===== src/rtl/tt_um_stone_paper_scissors.sv =====
// Two-player stone/paper/scissors referee: scores a round on each start rising edge.
// Latency: 1 clock from the firing edge to result, counters, done and valid.
// Backpressure: none; the minimum round period is 2 clocks and a held start fires once.
//
// Ports:
//   clk      system clock, all state updates on its rising edge
//   rst_n    synchronous reset, active-HIGH despite the tile-standard name
//   ena      tile enable; start edges are ignored while low
//   ui_in    [1:0] P1 move, [3:2] P2 move, [4] start, [7:5] unused
//   uo_out   [1:0] result, [2] done pulse, [3] valid (sticky), [7:4] round count
//   uio_in   unused
//   uio_out  [3:0] P1 win count, [7:4] P2 win count (both saturating)
//   uio_oe   constant 8'hFF
//   vccd1/vssd1  power pins, present only when POWER_PINS_EN is defined
//
// Moves: 00 stone, 01 paper, 10 scissors, 11 invalid.
// Results: 00 tie, 01 P1 wins, 10 P2 wins, 11 invalid.

module tt_um_stone_paper_scissors (
`ifdef POWER_PINS_EN
  inout  wire        vccd1,
  inout  wire        vssd1,
`endif
  input  logic       clk,
  input  logic       rst_n,
  input  logic       ena,
  input  logic [7:0] ui_in,
  output logic [7:0] uo_out,
  input  logic [7:0] uio_in,
  output logic [7:0] uio_out,
  output logic [7:0] uio_oe
);

  localparam logic [1:0] RES_TIE = 2'b00;
  localparam logic [1:0] RES_P1  = 2'b01;
  localparam logic [1:0] RES_P2  = 2'b10;
  localparam logic [1:0] RES_INV = 2'b11;

  logic [1:0] p1_move;
  logic [1:0] p2_move;
  logic       start;

  assign p1_move = ui_in[1:0];
  assign p2_move = ui_in[3:2];
  assign start   = ui_in[4];

  logic       start_q;
  // Set when start was already high at the last reset edge. start_q resets to
  // 0, so without this a start held through reset would look like a fresh
  // rising edge on the first edge after release.
  logic       start_held_rst;
  logic [1:0] result;
  logic       done;
  logic       valid;
  logic [3:0] round_cnt;
  logic [3:0] p1_cnt;
  logic [3:0] p2_cnt;

  logic       fire;
  logic [1:0] next_result;

  assign fire = ena & start & ~start_q & ~start_held_rst;

  always_comb begin
    next_result = RES_P2;
    if (p1_move == 2'b11 || p2_move == 2'b11) begin
      next_result = RES_INV;
    end else if (p1_move == p2_move) begin
      next_result = RES_TIE;
    end else if ((p1_move == 2'b00 && p2_move == 2'b10) ||
                 (p1_move == 2'b01 && p2_move == 2'b00) ||
                 (p1_move == 2'b10 && p2_move == 2'b01)) begin
      next_result = RES_P1;
    end
  end

  always_ff @(posedge clk) begin
    if (rst_n) begin
      start_q        <= 1'b0;
      start_held_rst <= start;
      result         <= RES_TIE;
      done           <= 1'b0;
      valid          <= 1'b0;
      round_cnt      <= 4'd0;
      p1_cnt         <= 4'd0;
      p2_cnt         <= 4'd0;
    end else begin
      // Edge detector samples start every cycle, even with ena low, so that
      // raising ena while start is already high does not fire a round.
      start_q        <= start;
      start_held_rst <= 1'b0;
      done           <= fire;
      if (fire) begin
        result    <= next_result;
        valid     <= 1'b1;
        round_cnt <= round_cnt + 4'd1;
        if (next_result == RES_P1 && p1_cnt != 4'hF) begin
          p1_cnt <= p1_cnt + 4'd1;
        end
        if (next_result == RES_P2 && p2_cnt != 4'hF) begin
          p2_cnt <= p2_cnt + 4'd1;
        end
      end
    end
  end

  assign uo_out  = {round_cnt, valid, done, result};
  assign uio_out = {p2_cnt, p1_cnt};
  assign uio_oe  = 8'hFF;

  logic unused_ok;
`ifdef POWER_PINS_EN
  assign unused_ok = &{1'b0, ui_in[7:5], uio_in, vccd1, vssd1};
`else
  assign unused_ok = &{1'b0, ui_in[7:5], uio_in};
`endif

endmodule


===== config.mk =====
export PLATFORM = sky130hd
export DESIGN_NAME = tt_um_stone_paper_scissors
export DESIGN_NICKNAME = d
export VERILOG_FILES = /design/src/rtl/tt_um_stone_paper_scissors.sv
export SDC_FILE = /design/constraint.sdc
export NUM_CORES = 1
export LEC_CHECK = 0
export BUFFER_PORTS_ARGS = -buffer_cell sky130_fd_sc_hd__buf_4
export CORE_MARGIN = 8
export CORE_UTILIZATION = 25
export CTS_CLUSTER_DIAMETER = 40
export CTS_CLUSTER_SIZE = 16
export DETAILED_ROUTE_END_ITERATION = 8
export GPL_TIMING_DRIVEN = 0
export SYNTH_ARGS = -nofsm -noshare
export SYNTH_HDL_FRONTEND = slang
export SYNTH_SLANG_ARGS = --single-unit

===== constraint.sdc =====
create_clock -name clk -period 4.5 [get_ports clk]
set_input_delay 0.45 -clock clk [delete_from_list [all_inputs] [get_ports clk]]
set_output_delay 0.45 -clock clk [all_outputs]
set_load 0.01 [all_outputs]

==> results.sh <==
export IMPL_outcome="completed"
export IMPL_required_ns=4.64
export IMPL_setup_viol=0
export IMPL_row_count=23
export IMPL_netlist_area_mm2=0.00103
export IMPL_cts_root_buf="clkbuf_8"
export IMPL_vias_per_cell=4.19
export IMPL_cts_htree_levels=1
export IMPL_io_pins=43
export IMPL_final_min_period_over_clock_period_pct=37.8
export IMPL_synth_top_cell_area_share_pct=34.9
export IMPL_grtUsageMet3_pct=3.46
export IMPL_grt_pass1_vias=774
export IMPL_leakage_nw=0.577
export IMPL_grt_pass1_wl_mm=3.47
export IMPL_wl_mm=2.13
export IMPL_grt_max_degree=11
export IMPL_synth_seq_cells=18
export IMPL_port_buffers=23
export IMPL_cts_resized_gates=0
export IMPL_path_max_fanout=10
export IMPL_num_antenna_cells=0
export IMPL_synthToLayoutAreaGrowth_pct=30.7
export IMPL_p_total_uw=353
export IMPL_yosysWarnings=0
export IMPL_fin_crit_ns=1.70
export IMPL_dieHeight_um=80.3
export IMPL_antenna_found_initial=0
export IMPL_rsz0062_at_grt="no"
export IMPL_busiest_layer="met2"
export IMPL_ff_latch_area_um2=360
export IMPL_vias=780
export IMPL_fmax_mhz=589
export IMPL_cp_start_kind="register"
export IMPL_numCtsBuffers=3
export IMPL_grtUsageMet2_pct=12.0
export IMPL_clk_latency_ns=0.25
export IMPL_async_reset_ff_share_pct=0
export IMPL_ys_flop_type="dfxtp_1"
export IMPL_skew_ns=0.000668
export IMPL_die_area_mm2=0.00644
export IMPL_cts_clk_slew_worst_paths_ns=0.07
export IMPL_synth_top_area_cell="dfxtp_1"
export IMPL_cp_arrival_ns=1.84
export IMPL_hold_buffers=0
export IMPL_cp_end_kind="register"
export IMPL_slowest_stage="mux2_1"
export IMPL_synthCells=102
export IMPL_nFillCells=429
export IMPL_drc=0
export IMPL_vdd_ir_drop_max_uv=214
export IMPL_cts_buffer_depth=2
export IMPL_syn_area_per_cell_um2=10.1
export IMPL_wl_per_cell_um=11.4
export IMPL_synth_edf_count=0
export IMPL_track_usage_pct=6.69
export IMPL_slew_viol_final=0
export IMPL_numPlacedInstances=182
export IMPL_ys_seq_area_share_pct=34.9
export IMPL_power_density_mw_per_mm2=262
export IMPL_setup_worst_path_class="register to register"
export IMPL_hpwl_mm=1.73
export IMPL_coreArea_mm2=0.00400
export IMPL_drt_iter0_markers=27
export IMPL_hold_ws_ns=0.418
export IMPL_yosys_top_cells_area="dfxtp_1, buf_4, mux2_1"
export IMPL_nNetsFinal=159
export IMPL_maxCapViolCount=0
export IMPL_tns_ns=0
export IMPL_slowest_delay_ns=0.34
export IMPL_crit_family="simple AND/OR/NAND/NOR gates"
export IMPL_start_util_pct=25.8
export IMPL_grt_overflow_total=0
export IMPL_gp_congestion=0.658
export IMPL_path_buf_inv=1
export IMPL_hold_class="input pin to register"
export IMPL_ys_types=29
export IMPL_hold_viol_final=0
export IMPL_post_route_cells_drive_above_1_share_pct=36.8
export IMPL_cts_sinks=18
export IMPL_firstDrtPassIters=4
export IMPL_die_w_um=80.3
export IMPL_cts_tree="yes"
export IMPL_multi_input_area_um2=603
export IMPL_drtAntennaViolNets=0
export IMPL_fin_cells=186
export IMPL_cts_setup_buffers=0
export IMPL_met1_usage_pct=6.99
export IMPL_path_cells="and4bb_1, buf_2, nand2_1, nor4b_2, mux2_1"
## path summary, 6_finish.rpt
kind,slack [ns],cells after the start,start,end
min reg2reg,0.47,2,valid,valid
max reg2reg,2.80,5,start_held_rst,p1_cnt[2]
max,2.80,5,start_held_rst,p1_cnt[2]
min,0.42,2,ui_in[4],start_held_rst
## synth_stat cells, types with 3 or more instances
master,count
nor2b_1,8
mux2_1,6
nand2_1,3
ha_1,3
mux2i_1,4
nor4b_2,3
nor2_1,14
buf_4,10
nand2b_1,6
nand3_1,4
dfxtp_1,18
## power by group
| part | leakage [nW] | internal [mW] | switching, mW |
|---|---|---|---|
| logic | 0.402 | 0.0286 | 0.0277 |
| registers | 0.146 | 0.163 | 0.00274 |
| clock network | 0.0288 | 0.0777 | 0.0533 |
| total | 0.577 | 0.270 | 0.0838 |
## state kept, by name, summed over array words and instances, names as in the netlist
| signal | cells |
|---|---|
| round_cnt | 4 |
| p2_cnt | 4 |
| start_q | 1 |
| valid | 1 |
| p1_cnt | 4 |
| result | 2 |
| done | 1 |
| start_held_rst | 1 |
## per-layer routing
layer / vias up / wire length [um]
met3: 2 / 177
met4: 0 / 7
met5: - / 0
met1: 357 / 879
met2: 23 / 1060
li1: 398 / -
## kinds of logic after synthesis
| group | share of synthesized area [%] |
|---|---|
| AND/OR/NAND/NOR | 29.0 |
| flip-flops | 34.9 |
| buffers and inverters | 9.21 |
| multiplexers | 14.4 |
| adder cells (fa/ha/maj) | 3.64 |
| AO/OA/AOI/OAI | 5.94 |
| XOR/XNOR | 2.55 |
| other | 0.363 |
## cell usage in the layout, fill, tap and decap left out
cell and instances:
and2_1 1, and4bb_1 1, buf_2 1, buf_4 33, clkbuf_1 2, clkbuf_8 4
conb_1 8, dfxtp_1 18, ha_1 3, inv_1 2, mux2_1 6, mux2_2 1
mux2_4 2, mux2i_1 4, nand2_1 3, nand2b_1 6, nand3_1 4, nand4_1 1
nand4bb_1 2, nor2_1 14, nor2b_1 8, nor3_2 1, nor3b_2 1, nor4_2 1
nor4b_2 3, o221a_4 1, o221ai_2 1, o221ai_4 1, xnor2_1 1, xor2_1 2
## layout make-up
class,count,area share [%]
Buffer,13,6.49
Clock buffer,4,4.08
Inverter,2,0.557
Multi-Input combinational cell,76,44.7
Sequential cell,18,26.7
Tap cell,50,4.64
Timing Repair Buffer,23,12.8
## through the flow
stage | utilization, % | instance area [um2] | setup WS (ns)
finish | 33.7 | 1350 | 2.80
global route | 33.7 | 1350 | 2.66
CTS | 33.7 | 1350 | 2.78
detailed placement | 32.3 | 1290 | 2.53
global placement | 32.3 | 1290 | 2.57
floorplan | - | 1060 | 2.80
Note: power is estimated with default switching activity, not from simulation.
